**config.mk**
```make
export PLATFORM = sky130hd
export DESIGN_NAME = jt49_env_ctl_flat
export DESIGN_NICKNAME = d
export VERILOG_FILES = /design/src/rtl/jt49_pkg.sv /design/src/rtl/jt49_env_ctl_if.sv /design/src/rtl/jt49_env_div.sv /design/src/rtl/jt49_env_ctl.sv /design/src/flat_wrapper.sv
export SDC_FILE = /design/constraint.sdc
export NUM_CORES = 1
export LEC_CHECK = 0
export ABC_AREA = 1
export CAP_MARGIN = 20
export CORE_MARGIN = 1
export CORE_UTILIZATION = 45
export CTS_CLUSTER_SIZE = 24
export DETAILED_ROUTE_END_ITERATION = 6
export DONT_BUFFER_PORTS = 1
export GPL_TIMING_DRIVEN = 0
export PLACE_DENSITY_LB_ADDON = 0.2
export SLEW_MARGIN = 15
export SYNTH_ARGS = -nofsm -noshare
export SYNTH_HDL_FRONTEND = slang
export SYNTH_SLANG_ARGS = --single-unit
```
**constraint.sdc**
```tcl
create_clock -name clk -period 3.8 [get_ports clk]
set_input_delay 0.57 -clock clk [delete_from_list [all_inputs] [get_ports clk]]
set_output_delay 0.57 -clock clk [all_outputs]
set_load 0.01 [all_outputs]
```
**src/rtl/jt49_pkg.sv**
```systemverilog
// Shared constants for the JT49 envelope register block: register indices,
// shape bit positions and the address decode helper.
package jt49_pkg;

    localparam int unsigned PERIOD_W = 16;
    localparam int unsigned DATA_W   = 8;
    localparam int unsigned ADDR_W   = 4;
    localparam int unsigned SHAPE_W  = 4;

    localparam logic [ADDR_W-1:0] ENV_FINE   = 4'd11;
    localparam logic [ADDR_W-1:0] ENV_COARSE = 4'd12;
    localparam logic [ADDR_W-1:0] ENV_SHAPE  = 4'd13;

    localparam int unsigned CONT = 3;
    localparam int unsigned ATT  = 2;
    localparam int unsigned ALT  = 1;
    localparam int unsigned HOLD = 0;

    typedef enum logic [1:0] {
        REG_FINE   = 2'd0,
        REG_COARSE = 2'd1,
        REG_SHAPE  = 2'd2,
        REG_NONE   = 2'd3
    } env_reg_e;

    function automatic env_reg_e env_decode(input logic [ADDR_W-1:0] addr);
        env_reg_e sel;
        sel = REG_NONE;
        if (addr == ENV_FINE)   sel = REG_FINE;
        if (addr == ENV_COARSE) sel = REG_COARSE;
        if (addr == ENV_SHAPE)  sel = REG_SHAPE;
        return sel;
    endfunction

endpackage

```
**src/rtl/jt49_env_ctl_if.sv**
```systemverilog
// CPU bus and envelope-generator control signals of the envelope register block.
interface jt49_env_ctl_if;
    import jt49_pkg::*;

    logic                 cs_n;
    logic                 wr_n;
    logic [ADDR_W-1:0]    addr;
    logic [DATA_W-1:0]    din;
    logic [DATA_W-1:0]    dout;
    logic [SHAPE_W-1:0]   ctrl;
    logic                 restart;
    logic                 step;
    logic                 null_period;

    modport master (
        output cs_n, wr_n, addr, din,
        input  dout, ctrl, restart, step, null_period
    );

    modport slave (
        input  cs_n, wr_n, addr, din,
        output dout, ctrl, restart, step, null_period
    );

endinterface

```
**src/rtl/jt49_env_div.sv**
```systemverilog
// Envelope period divider: 2^PRE_W prescaler feeding a 16-bit period counter,
// emitting a registered one-cen-wide step at each period wrap.
module jt49_env_div
    import jt49_pkg::*;
#(
    parameter int unsigned PRE_W = 4
) (
    input  logic                clk,
    input  logic                rst_n,
    input  logic                cen,
    input  logic [PERIOD_W-1:0] period,
    input  logic                clr,
    output logic                step
);

    logic [PRE_W-1:0]    pre, pre_nx;
    logic [PERIOD_W-1:0] cnt, cnt_nx;
    logic                step_nx;

    // Period 0 is special-cased so period-1 never underflows into a wrap.
    always_comb begin
        pre_nx  = pre;
        cnt_nx  = cnt;
        step_nx = step;
        if (clr) begin
            pre_nx  = '0;
            cnt_nx  = '0;
            step_nx = 1'b0;
        end else if (cen) begin
            pre_nx  = PRE_W'(pre + 1'b1);
            step_nx = 1'b0;
            if (&pre) begin
                if (period == '0) begin
                    cnt_nx = '0;
                end else if (cnt >= PERIOD_W'(period - 16'd1)) begin
                    cnt_nx  = '0;
                    step_nx = 1'b1;
                end else begin
                    cnt_nx = PERIOD_W'(cnt + 16'd1);
                end
            end
        end
    end

    always_ff @(posedge clk or negedge rst_n) begin
        if (!rst_n) begin
            pre  <= '0;
            cnt  <= '0;
            step <= 1'b0;
        end else begin
            pre  <= pre_nx;
            cnt  <= cnt_nx;
            step <= step_nx;
        end
    end

endmodule

```
**src/rtl/jt49_env_ctl.sv**
```systemverilog
// Envelope register block: R11/R12/R13 write decode with single-write strobe
// detection, registered read-back, restart pulse and the period divider.
module jt49_env_ctl
    import jt49_pkg::*;
#(
    parameter int unsigned PRE_W = 4
) (
    input  logic           clk,
    input  logic           rst_n,
    input  logic           cen,
    jt49_env_ctl_if.slave  bus
);

    logic [DATA_W-1:0]  r11, r12;
    logic [SHAPE_W-1:0] r13;
    logic [DATA_W-1:0]  dout_q;
    logic               restart_q;
    logic               wr_n_q;
    logic               we;
    logic               shape_we;
    logic               step;
    env_reg_e           sel;

    // Falling edge of wr_n under chip select: one write per strobe.
    assign we       = !bus.cs_n && !bus.wr_n && wr_n_q;
    assign sel      = env_decode(bus.addr);
    assign shape_we = we && (sel == REG_SHAPE);

    always_ff @(posedge clk or negedge rst_n) begin
        if (!rst_n) begin
            r11       <= '0;
            r12       <= '0;
            r13       <= '0;
            dout_q    <= '0;
            restart_q <= 1'b0;
            wr_n_q    <= 1'b1;
        end else begin
            wr_n_q    <= bus.wr_n;
            restart_q <= shape_we;
            if (we) begin
                case (sel)
                    REG_FINE:   r11 <= bus.din;
                    REG_COARSE: r12 <= bus.din;
                    REG_SHAPE:  r13 <= bus.din[SHAPE_W-1:0];
                    default:    ;
                endcase
            end
            case (sel)
                REG_FINE:   dout_q <= r11;
                REG_COARSE: dout_q <= r12;
                REG_SHAPE:  dout_q <= {4'h0, r13};
                default:    dout_q <= 8'hFF;
            endcase
        end
    end

    always_comb begin
        bus.ctrl       = '0;
        bus.ctrl[CONT] = r13[CONT];
        bus.ctrl[ATT]  = r13[ATT];
        bus.ctrl[ALT]  = r13[ALT];
        bus.ctrl[HOLD] = r13[HOLD];
    end

    assign bus.dout        = dout_q;
    assign bus.restart     = restart_q;
    assign bus.null_period = ({r12, r11} == 16'd0);
    assign bus.step        = step;

    // Shape write restarts the divider in the same cycle the registers update.
    jt49_env_div #(.PRE_W(PRE_W)) u_div (
        .clk    (clk),
        .rst_n  (rst_n),
        .cen    (cen),
        .period ({r12, r11}),
        .clr    (shape_we),
        .step   (step)
    );

endmodule

```
**src/flat_wrapper.sv**
```systemverilog
// flat-port wrapper written by rule: the top's interface ports become plain ports
module jt49_env_ctl_flat import jt49_pkg::*;
#(
    parameter int unsigned PRE_W = 4
)
  (clk, rst_n, cen, bus_cs_n, bus_wr_n, bus_addr, bus_din, bus_dout, bus_ctrl, bus_restart, bus_step, bus_null_period);
  jt49_env_ctl_if bus_i ();
  input  logic clk;
  input  logic rst_n;
  input  logic cen;
  input wire logic [$bits(bus_i.cs_n)-1:0] bus_cs_n;
  input wire logic [$bits(bus_i.wr_n)-1:0] bus_wr_n;
  input wire logic [$bits(bus_i.addr)-1:0] bus_addr;
  input wire logic [$bits(bus_i.din)-1:0] bus_din;
  output wire logic [$bits(bus_i.dout)-1:0] bus_dout;
  output wire logic [$bits(bus_i.ctrl)-1:0] bus_ctrl;
  output wire logic [$bits(bus_i.restart)-1:0] bus_restart;
  output wire logic [$bits(bus_i.step)-1:0] bus_step;
  output wire logic [$bits(bus_i.null_period)-1:0] bus_null_period;
  assign bus_i.cs_n = bus_cs_n;
  assign bus_i.wr_n = bus_wr_n;
  assign bus_i.addr = bus_addr;
  assign bus_i.din = bus_din;
  assign bus_dout = bus_i.dout;
  assign bus_ctrl = bus_i.ctrl;
  assign bus_restart = bus_i.restart;
  assign bus_step = bus_i.step;
  assign bus_null_period = bus_i.null_period;
  jt49_env_ctl #(.PRE_W(PRE_W)) u_core (.clk(clk), .rst_n(rst_n), .cen(cen), .bus(bus_i));
endmodule
```
==> run_results.csv <==
group,metric,value,unit
route,routedWlPerCell,14.06,um
global_routing,grt_pass1_vias,2513,
route,drc,0,
clocking,cts_sinks,51,
yosys,synth.ff_latch_count,51,
yosys,seq_area_frac_synth,0.4100,
yosys,postSynthCellCount,397,
power_and_ir_drop,power_density,429.8,mW/mm^2
floorplanning,die_area,0.007260,mm^2
sta,setup_ws,692.3,ps
clocking,cts_tree,"yes",
critical_path,path_class,"flip-flop to flip-flop",
sta,rsz0062_at_grt,"no",
yosys,synth.mux.area_fraction,0,
global_routing,grt_usage,0.2052,
global_routing,grt_use_met3,0.03210,
critical_path,cpMostUsedCell,"nand2_1",
clocking,cts_root_buf,"clkbuf_8",
final_layout,drive_above_1_share,0.08867,
critical_path,max_stage_delay,420,ps
floorplanning,start_util,0.4770,
global_routing,grt_max_degree,51,
sta,finalSetupViolCount,0,
global_routing,grt.busiest_layer,"met2",
global_routing,use_met1,0.2713,
sta,slew_viol_final,0,
yosys,yosys-top-cells-area,"dfrtp_1 40%, nand2_1 12%, ha_1 7.6%, nor2_1 6.3%, xor2_1 5.9%",
yosys,synth_compound_area_frac,0.08956,
global_routing,grt-ovfl-total,0,
route,drt-pass1-iter-count,4,
power_and_ir_drop,total_leakage_power,1.672,nW
placed_design,pre_cts_slack,673.0,ps
yosys,synth_edf_count,0,
critical_path,cp_cell_sequence,"inv_1, ha_1, nand3_2, nor2_2, and2_1, nand2_1, nor2_1, xor2_1, inv_1, ha_1, nand2_1, nor3_1, nand2_1, nand2_1, clkinv_1, nand3b_1, nand2_1",
route,ant_nets,0,
yosys,synth_nets,433,
critical_path,crit_family,"simple AND/OR/NAND/NOR gates",
yosys,synth_simple_gate_area_frac,0.2896,
yosys,synth.most_common_cell,"nand2_1",
yosys,synth_area_per_cell,7.848,um^2
route,routed_wl,6793,um
yosys,yosys-top-cells-count,"98 x nand2_1, 52 x nor2_1, 50 x dfrtp_1, 42 x inv_1, 21 x xor2_1",
route,vias,2524,
power_and_ir_drop,ir_drop,0.2096,mV
final_layout,num-nets-final,441,
sta,worst_pin_slew,419.9,ps
critical_path,crit_fanout,9,
placed_design,gp_congestion,0.7852,
clocking,postCtsSetupBuffers,0,
final_layout,n_fill_cell,648,
clocking,clock_path_buffers,2,
clocking,clkSlewWorstSetupHoldPaths,100,ps
final_layout,areaGrowthSynthToFinish,6.707,%
critical_path,crit_path_top_delay_cell,"dfrtp_1",
global_routing,antenna_found_initial,0,
global_routing,grt_pass1_wl,11660,um
critical_path,rr_worst_depth,17,
yosys,synth_top_cell_area_share,0.4016,
route,avgViaCountPerCell,5.226,
yosys,ys_types,33,
sta,min_period,3108,ps
yosys,synth_top_family_by_area,"simple AND/OR/NAND/NOR gates",
yosys,synth_top_flop_cell,"dfrtp_1",
clocking,clk_latency,310,ps
yosys,yosysWarnings,0,
floorplanning,ios,32,
min_path,min-delay-path-class,"primary input to asynchronous set/reset pin",
floorplanning,die_w,85.21,um
critical_path,path_depth,17,
floorplanning,die_height,85.21,um
critical_path,path_buf_inv,3,
yosys,synthAdderAreaFrac,0.07631,
critical_path,end_kind,"flip-flop",
yosys,synth.largest_area_cell,"dfrtp_1",
critical_path,worstPathRequired,4010,ps
route,drtIter0Drc,101,
sta,finalCritPeriodShare,0.8178,
placed_design,dp_hpwl,5057,um
sta,hold_viol,0,
final_layout,n_antenna_cell,0,
floorplanning,fp-row-count,29,
status,status,"completed",
clocking,numCtsBuffers,5,
critical_path,crit_path_start_kind,"flip-flop",
yosys,synth-xor-area-share,0.06466,
clocking,h-tree-depth,2,
critical_path,cp_data_arrival_time,3320,ps
yosys,synth_area,0.003115,mm^2
global_routing,met2_usage,0.3468,
flow_run,max-cap-violations,0,
sta,timing.fmax,0.3218,GHz
placed_design,port_buffers,0,
sta,fin_skew,12.91,ps
floorplanning,core,0.006531,mm^2
yosys,postSynth.asyncResetShare,1.000,
sta,setup_tns,0,ps
sta,maxSlewHeadroom,0.7200,
==> where the power goes <==
| group | switching [mW] | internal (mW) | total [mW] |
|---|---|---|---|
| combinational | 0.257 | 0.173 | 0.431 |
| clock | 0.189 | 0.129 | 0.318 |
| sequential | 0.0724 | 0.608 | 0.680 |
| total | 0.519 | 0.910 | 1.43 |
==> sequential cells by signal, summed over array words and instances (netlist names) <==
register and flops:
u_core.u_div.cnt 16, u_core.bus.dout 8, u_core.r11 8, u_core.r12 8
u_core.bus.ctrl 4, u_core.u_div.pre 4, u_core.bus.restart 1, u_core.u_div.step 1
u_core.wr_n_q 1
==> repair_timing <==
| action | CTS | global route |
|---|---|---|
| hold endpoints to repair | 50 | 0 |
| gates resized for setup | 0 | 0 |
| hold buffers | 1 | 0 |
==> metal layers <==
layer	up-vias	wire, um
li1	1296	-
met1	1184	3220
met2	39	3331
met3	5	170
met4	0	70
met5	-	0
==> worst reg2reg max path: cells and delay by family (launching register included) <==
kind,cells,cell delay (ps)
DFF,1,420
buffers and inverters,3,410
xor gates and xnor gates,1,150
and+or+nand+nor,11,1550
adders and majority gates,2,480
==> cell usage in the layout, fill, tap and decap left out, types with 4 or more instances in the layout <==
cell type,synthesis,layout
ha_1,19,19
o2111ai_1,4,4
nand3b_1,5,5
o21ai_0,6,6
nor2_1,52,52
dfrtp_1,50,50
xor2_1,21,21
inv_2,8,8
o21ai_1,18,18
nor2_2,4,4
a21oi_1,14,14
nand2_1,98,98
inv_1,42,42
nor3_1,4,4
nand3_1,17,17
nand4_1,7,7
o211ai_1,4,4
clkbuf_8,0,5
==> final timing paths <==
| path | startpoint | to | slack, ps |
|---|---|---|---|
| max in group asynchronous | rst_n | u_core.r12[4] | 3460 |
| setup / recovery | u_core.r11[0] | u_core.u_div.cnt[14] | 690 |
| setup reg to reg | u_core.r11[0] | u_core.u_div.cnt[14] | 690 |
| hold reg to reg | u_core.r11[5] | u_core.r11[5] | 530 |
| min in group clk | bus_wr_n | u_core.wr_n_q | 250 |
| hold / removal | rst_n | u_core.u_div.cnt[13] | 90 |
==> cell families (layout without fill, tap and decap cells) <==
logic type / count (synthesis) / count (layout)
AO/OA/AOI/OAI: 49 / 49
adder cells (fa/ha/maj): 19 / 19
buffers and inverters: 56 / 65
AND/OR/NAND/NOR: 199 / 199
flip-flops: 51 / 51
XOR/XNOR: 23 / 23
==> cell type report <==
type,instances,area (um^2),area share
buffer,5,26.28,0.007904
timing repair buffer,1,27.53,0.008280
multi-input combinational,290,1620,0.4874
inverter,51,191.4,0.05758
clock inverter,2,12.51,0.003764
tap,77,96.34,0.02898
sequential,51,1277,0.3843
clock buffer,6,72.57,0.02183
==> stage by stage <==
step	cells	utilization	instance area (um^2)	power [mW]	hold slack, ps
final	483	0.5090	3324	1.429	91.98
after global routing	483	0.5090	3324	1.544	76.72
after CTS	483	0.5090	3324	1.446	84.85
after detailed placement	474	0.4918	3212	1.110	276.2
after global placement	474	0.4918	3212	1.094	275.9
after floorplan	397	-	3115	1.020	274.4
No activity file was read; power rests on OpenSTA's default activity.
